<file path="src/rtl/imem_pkg.sv">
// Shared definitions for the instruction fetch unit.
//   - Word/address/data width constants.
//   - Fetch state encoding (RUN / FAULT).
//   - Prefetch buffer entry: the instruction word together with its PC.
//   - Fetch address legality helper.
package imem_pkg;

  localparam int WORD_BYTES = 4;
  localparam int ADDR_W     = 32;
  localparam int DATA_W     = 32;

  typedef enum logic {
    RUN   = 1'b0,
    FAULT = 1'b1
  } fetch_state_e;

  typedef struct packed {
    logic [ADDR_W-1:0] pc;
    logic [DATA_W-1:0] data;
  } fetch_entry_t;

  // A fetch address is illegal past the last full word of memory or when it
  // is not word aligned.
  function automatic logic addr_illegal(input logic [ADDR_W-1:0] addr,
                                        input logic [ADDR_W-1:0] last_addr);
    return (addr > last_addr) || (addr[1:0] != 2'b00);
  endfunction

endpackage

</file>
<file path="src/rtl/fetch_fifo.sv">
// Synchronous prefetch FIFO of fetch entries.
// Ports:
//   clk, rst_n  : clock, synchronous active-low reset (pointers/count only)
//   push_i      : write wdata_i at the tail (caller guarantees space)
//   pop_i       : drop the head entry (caller guarantees non-empty)
//   flush_i     : empty the FIFO; overrides push and pop in the same cycle
//   wdata_i     : entry to push
//   head_o      : current head entry (meaningful only while count_o != 0)
//   count_o     : number of valid entries
module fetch_fifo
  import imem_pkg::*;
#(
  parameter int unsigned DEPTH = 2
) (
  input  logic                     clk,
  input  logic                     rst_n,
  input  logic                     push_i,
  input  logic                     pop_i,
  input  logic                     flush_i,
  input  fetch_entry_t             wdata_i,
  output fetch_entry_t             head_o,
  output logic [$clog2(DEPTH):0]   count_o
);

  localparam int PTR_W = $clog2(DEPTH);

  fetch_entry_t     mem_q [DEPTH];
  logic [PTR_W-1:0] rd_q, rd_d;
  logic [PTR_W-1:0] wr_q, wr_d;
  logic [PTR_W:0]   cnt_q, cnt_d;

  // Pointers wrap naturally because DEPTH is a power of two.
  always_comb begin
    rd_d  = rd_q;
    wr_d  = wr_q;
    cnt_d = cnt_q;
    if (flush_i) begin
      rd_d  = '0;
      wr_d  = '0;
      cnt_d = '0;
    end else begin
      if (push_i) wr_d = wr_q + 1'b1;
      if (pop_i)  rd_d = rd_q + 1'b1;
      cnt_d = cnt_q + (PTR_W+1)'(push_i) - (PTR_W+1)'(pop_i);
    end
  end

  always_ff @(posedge clk) begin
    if (!rst_n) begin
      rd_q  <= '0;
      wr_q  <= '0;
      cnt_q <= '0;
    end else begin
      rd_q  <= rd_d;
      wr_q  <= wr_d;
      cnt_q <= cnt_d;
    end
  end

  // Storage carries no reset; validity is tracked by the count alone.
  always_ff @(posedge clk) begin
    if (push_i && !flush_i) mem_q[wr_q] <= wdata_i;
  end

  assign head_o  = mem_q[rd_q];
  assign count_o = cnt_q;

endmodule

</file>
<file path="src/rtl/imem_fetch_unit.sv">
// Instruction fetch unit: initiator side of the instruction-memory interface.
// Keeps the PC, issues one word request at a time, buffers returned words in
// a small prefetch FIFO and presents them to decode over valid/ready. Branch
// redirects flush the buffer and discard an in-flight response; illegal
// fetch addresses raise a sticky fault instead of issuing.
// Ports:
//   clk, rst_n                 : clock, synchronous active-low reset
//   imem_req, imem_addr        : one-cycle request strobe and word address
//   imem_rvalid, imem_rdata    : response strobe and instruction word
//   inst_valid, inst_ready     : decode handshake
//   inst_data, inst_pc         : head instruction and its PC
//   redirect_valid, redirect_pc: branch/jump redirect
//   fault, fault_addr          : sticky fetch fault and offending address
module imem_fetch_unit
  import imem_pkg::*;
#(
  parameter logic [31:0] RESET_PC   = 32'h0000_0000,
  parameter int unsigned MEM_BYTES  = 1024,
  parameter int unsigned FIFO_DEPTH = 2
) (
  input  logic              clk,
  input  logic              rst_n,
  output logic              imem_req,
  output logic [ADDR_W-1:0] imem_addr,
  input  logic              imem_rvalid,
  input  logic [DATA_W-1:0] imem_rdata,
  output logic              inst_valid,
  input  logic              inst_ready,
  output logic [DATA_W-1:0] inst_data,
  output logic [ADDR_W-1:0] inst_pc,
  input  logic              redirect_valid,
  input  logic [ADDR_W-1:0] redirect_pc,
  output logic              fault,
  output logic [ADDR_W-1:0] fault_addr
);

  localparam int CNT_W = $clog2(FIFO_DEPTH) + 1;
  localparam logic [ADDR_W-1:0] LAST_ADDR = ADDR_W'(MEM_BYTES - WORD_BYTES);

  fetch_state_e      state_q, state_d;
  logic [ADDR_W-1:0] pc_q, pc_d;
  logic [ADDR_W-1:0] req_pc_q, req_pc_d;
  logic              out_q, out_d;
  logic              kill_q, kill_d;
  logic              req_q, req_d;
  logic [ADDR_W-1:0] addr_q, addr_d;
  logic [ADDR_W-1:0] fault_addr_q, fault_addr_d;

  logic              resp;
  logic              push;
  logic              pop;
  logic              out_after;
  logic [CNT_W-1:0]  fifo_count;
  logic [CNT_W-1:0]  cnt_after;
  fetch_entry_t      fifo_head;
  fetch_entry_t      fifo_wdata;

  // A response only counts while our request is outstanding; this is what
  // makes a stale response from before reset harmless.
  assign resp       = imem_rvalid & out_q;
  // A response coinciding with a redirect is the outstanding one and is
  // dropped without arming kill.
  assign push       = resp & ~kill_q & ~redirect_valid;
  assign pop        = inst_valid & inst_ready & ~redirect_valid;
  assign out_after  = out_q & ~resp;
  assign cnt_after  = redirect_valid ? '0
                                     : fifo_count + CNT_W'(push) - CNT_W'(pop);
  assign fifo_wdata = '{pc: req_pc_q, data: imem_rdata};

  fetch_fifo #(
    .DEPTH (FIFO_DEPTH)
  ) u_fifo (
    .clk     (clk),
    .rst_n   (rst_n),
    .push_i  (push),
    .pop_i   (pop),
    .flush_i (redirect_valid),
    .wdata_i (fifo_wdata),
    .head_o  (fifo_head),
    .count_o (fifo_count)
  );

  // Next-state logic. The issue decision looks at the state as it will be
  // after this edge (post-response PC, post-pop count), so the request
  // strobe is registered yet a new request still appears the cycle right
  // after a response. Space is reserved for the in-flight word by requiring
  // the post-edge count to be below depth.
  always_comb begin
    state_d      = state_q;
    pc_d         = pc_q;
    req_pc_d     = req_pc_q;
    out_d        = out_after;
    kill_d       = kill_q;
    req_d        = 1'b0;
    addr_d       = addr_q;
    fault_addr_d = fault_addr_q;

    if (redirect_valid) begin
      pc_d    = redirect_pc;
      state_d = RUN;
      kill_d  = out_after;
    end else if (resp) begin
      if (kill_q) kill_d = 1'b0;
      else        pc_d   = req_pc_q + ADDR_W'(WORD_BYTES);
    end

    if (state_d == RUN && !out_after && cnt_after < CNT_W'(FIFO_DEPTH)) begin
      if (addr_illegal(pc_d, LAST_ADDR)) begin
        state_d      = FAULT;
        fault_addr_d = pc_d;
      end else begin
        req_d    = 1'b1;
        addr_d   = pc_d;
        req_pc_d = pc_d;
        out_d    = 1'b1;
      end
    end
  end

  always_ff @(posedge clk) begin
    if (!rst_n) begin
      state_q      <= RUN;
      pc_q         <= RESET_PC;
      out_q        <= 1'b0;
      kill_q       <= 1'b0;
      req_q        <= 1'b0;
      addr_q       <= '0;
      fault_addr_q <= '0;
    end else begin
      state_q      <= state_d;
      pc_q         <= pc_d;
      out_q        <= out_d;
      kill_q       <= kill_d;
      req_q        <= req_d;
      addr_q       <= addr_d;
      fault_addr_q <= fault_addr_d;
    end
  end

  always_ff @(posedge clk) begin
    req_pc_q <= req_pc_d;
  end

  assign imem_req   = req_q;
  assign imem_addr  = addr_q;
  assign inst_valid = (fifo_count != '0);
  // Head is masked while empty so the outputs read zero without resetting
  // the FIFO storage.
  assign inst_data  = inst_valid ? fifo_head.data : '0;
  assign inst_pc    = inst_valid ? fifo_head.pc   : '0;
  assign fault      = (state_q == FAULT);
  assign fault_addr = fault_addr_q;

endmodule

</file>
<file path="config.mk">
export PLATFORM = sky130hd
export DESIGN_NAME = imem_fetch_unit
export DESIGN_NICKNAME = d
export VERILOG_FILES = /design/src/rtl/imem_pkg.sv /design/src/rtl/fetch_fifo.sv /design/src/rtl/imem_fetch_unit.sv
export SDC_FILE = /design/constraint.sdc
export NUM_CORES = 1
export LEC_CHECK = 0
export BUFFER_PORTS_ARGS = -buffer_cell sky130_fd_sc_hd__buf_2
export CAP_MARGIN = 30
export CORE_MARGIN = 5
export CORE_UTILIZATION = 56
export DETAILED_ROUTE_END_ITERATION = 16
export PLACE_DENSITY = 0.88
export SLEW_MARGIN = 30
export SYNTH_ARGS = -nofsm -noshare
export SYNTH_HDL_FRONTEND = slang
export SYNTH_SLANG_ARGS = --single-unit
</file>
<file path="constraint.sdc">
create_clock -name clk -period 5.3 [get_ports clk]
set_clock_uncertainty 0.05 [all_clocks]
set_input_delay 1.06 -clock clk [delete_from_list [all_inputs] [get_ports clk]]
set_output_delay 1.06 -clock clk [all_outputs]
set_load 0.03 [all_outputs]
</file>
==> results.yml <==
timing:
  finalCriticalPeriod_ps: 4280
  worstMarginPinSlew_ps: 866
  finalSetupViolCount: 0
  clock.fmax_mhz: 233
  finalWorstSetupSlack_ps: 1020
  rsz0062_at_grt: "no"
  min_period_over_period_pct: 80.8
  slew_viol_final: 0
  tns_ps: 0
  hold_viol_final: 0
  slew_headroom_pct: 42.1
worst_hold_path:
  hp-class: "reg2reg"
grt:
  grt_pass1_wl_um: 40400
  grt_max_degree: 65
  first_global_vias: 7647
  antenna_found_initial: 0
  overflow: 0
  grt_usage_pct: 22.5
setup_path:
  required_ps: 5400
  cpPeakStageDelay_ps: 540
  crit_chain: "ha_1, nand4_1, or3_1, xnor2_1, a221oi_1, nand2_1, nor4b_1, and3_1, nand3_2, inv_2"
  critical_path_arrival_ps: 4380
  critical_path_class: "reg2reg"
  cp_max_fo: 32
  end_kind: "flip-flop"
  cp_slowest_cell: "inv_2"
  crit_buf_inv: 1
  critPathLaunchType: "flip-flop"
  crit_family: "simple AND/OR/NAND/NOR gates"
clock_tree:
  cts_hold_buffers: 0
  cts_setup_buffers: 0
  ctsResizeCount: 0
  cts-buffers-inserted: 27
  cts_tree: "yes"
  path_clk_slew_ps: 60
  clock_latency_ps: 530
  cts_max_level: 1
  clockBufferDepth: 3
  cts-root-buf: "clkbuf_16"
  clock-sinks: 265
pwr:
  p_leak_nw: 5.35
  finalPower_mw: 4.36
  ir_worst_vdd_uv: 236
  p_per_area_nw_per_um2: 332
outcome:
  status: "complete, no violations"
detailed_routing:
  wl_um: 25800
  vias_per_cell: 5.59
  route.detailed.drc: 0
  antenna_left: 0
  vias: 7844
  drt-initial-drc-count: 727
  first_pass_iters: 6
  wl_per_cell_um: 18.4
synthesis:
  synth_seq_cells: 265
  synth_compound_area_share_pct: 8.66
  synthFlopType: "edfxtp_1"
  synth_top_family_by_area: "simple AND/OR/NAND/NOR gates"
  synth_top_area_share_pct: 43.8
  yosysUniqueCellTypes: 68
  yosys-top-cells-area: "edfxtp_1 (44%), dfxtp_1 (19%), mux2i_1 (6.9%), nor2_1 (4.6%), nand2_1 (2.4%)"
  synth_edf_count: 160
  synth_fa_ha_area_share_pct: 0.342
  yosys.area.top_type: "edfxtp_1"
  muxShareOfSynthArea_pct: 6.93
  netlist_top_cells_count: "edfxtp_1 (160), nor2_1 (135), dfxtp_1 (105), mux2i_1 (76), nand2_1 (69)"
  synth_warnings: 0
  syn_inst: 922
  syn_nets: 994
  synth-xor-area-share_pct: 2.07
  async_flop_share_pct: 0
  ys_seq_area_share_pct: 62.9
  yosys.area_share.simple_pct: 14.9
  avgSynthCellArea_um2: 11.9
  syn-cell-area_um2: 11000
  synth.most_common_cell: "edfxtp_1"
floorplanning:
  design.die.area_um2: 22500
  pin_count: 200
  core_area_um2: 19400
  die-width_um: 150
  die_h_um: 150
  rows: 51
  start_util_pct: 56.6
place:
  dpl.hpwl_um: 17900
  preCtsSetupSlack_ps: 884
  place_congestion: 0.898
  io_buffers: 199
layout:
  nets: 1190
  post-route-util_pct: 67.8
  nFillCells: 1406
  diodes: 0
  drive_above_1_share_pct: 27.3
  syn_to_final_growth_pct: 19.7
job:
  maxCapViolations: 0
-- placed cells by master, fill, tap and decap left out, drive strengths merged, types with 2 or more instances in the layout --
master	Yosys	final
o311ai	6	6
xor2	8	8
a21oi	25	25
nor4	9	9
and3	20	20
a31oi	2	2
dfxtp	105	105
o21ai	21	21
nand3	22	22
nand4	12	12
a221oi	22	22
nand2	72	72
and4	2	2
o31ai	2	2
a21boi	2	2
a221o	2	2
edfxtp	160	160
o221a	2	2
mux2i	76	76
xnor2	18	18
and3b	2	2
nor2	136	136
ha	3	3
a211o	3	3
clkinv	0	3
and2	35	35
nand2b	3	3
nor2b	3	3
inv	54	58
nor4b	2	2
a21o	2	2
clkbuf	30	42
nor3	9	9
a211oi	16	16
buf	22	219
-- power breakdown --
| part | switching [mW] | leakage [nW] | internal [mW] |
|---|---|---|---|
| registers | 0.0167 | 2.30 | 2.21 |
| clock network | 0.751 | 0.466 | 1.13 |
| logic | 0.170 | 2.58 | 0.0870 |
-- per-layer routing --
layer / part of all wire [%] / GRT usage [%]
met5: 0 / 0
met1: 40 / 30.7
met4: 2.5 / 6.45
met2: 47 / 36.7
met3: 10 / 4.63
-- final cells by class --
type | instances | area [um2] | area share [%]
clock buffer | 42 | 866 | 6.59
clock inverter | 7 | 42.5 | 0.324
inverter | 54 | 203 | 1.54
multi-input combinational | 551 | 3630 | 27.6
sequential | 265 | 6910 | 52.6
tap | 265 | 332 | 2.52
timing repair buffer | 219 | 1160 | 8.81
-- per-stage QoR --
stage / hold slack [ps] / std cells / cell area [um2]
after floorplan: 395 / 922 / 11000
after global placement: 387 / 1354 / 12200
after detailed placement: 391 / 1354 / 12200
after CTS: 408 / 1403 / 13100
after global routing: 420 / 1403 / 13100
final: 403 / 1403 / 13100
-- path summary, 6_finish.rpt --
path,depth (start not counted),end,from,slack (ps)
worst max register to register,10,req_pc_q[9],req_pc_q[2],1020
worst min-delay path,1,imem_addr[19],imem_addr[19],400
worst max-delay path,10,req_pc_q[9],req_pc_q[2],1020
worst min register to register,1,imem_addr[19],imem_addr[19],400
-- worst register-to-register path: cells and delay by family (launching register included) --
kind	cells	cell delay [ps]
and+or+nand+nor	6	1870
adders and majority gates	1	270
DFF	1	480
AOI/OAI and AO/OA	1	510
buffers and inverters	1	540
xor gates and xnor gates	1	170
-- registers in the layout, summed over array words and instances (netlist names), named ones only --
register	count
kill_q	1
u_fifo.wr_q	1
u_fifo.count_o	2
imem_addr	32
out_q	1
u_fifo.rd_q	1
req_pc_q	32
fault	1
u_fifo.mem_q	128
pc_q	32
fault_addr	32
imem_req	1
-- logic make-up (layout without fill, tap and decap cells) --
logic type / Yosys count / count (layout)
multiplexers: 76 / 76
AND/OR/NAND/NOR: 331 / 331
AO/OA/AOI/OAI: 115 / 115
buffers and inverters: 106 / 322
XOR/XNOR: 26 / 26
flip-flops: 265 / 265
adder cells (fa/ha/maj): 3 / 3
No activity file was read; power rests on OpenSTA's default activity.
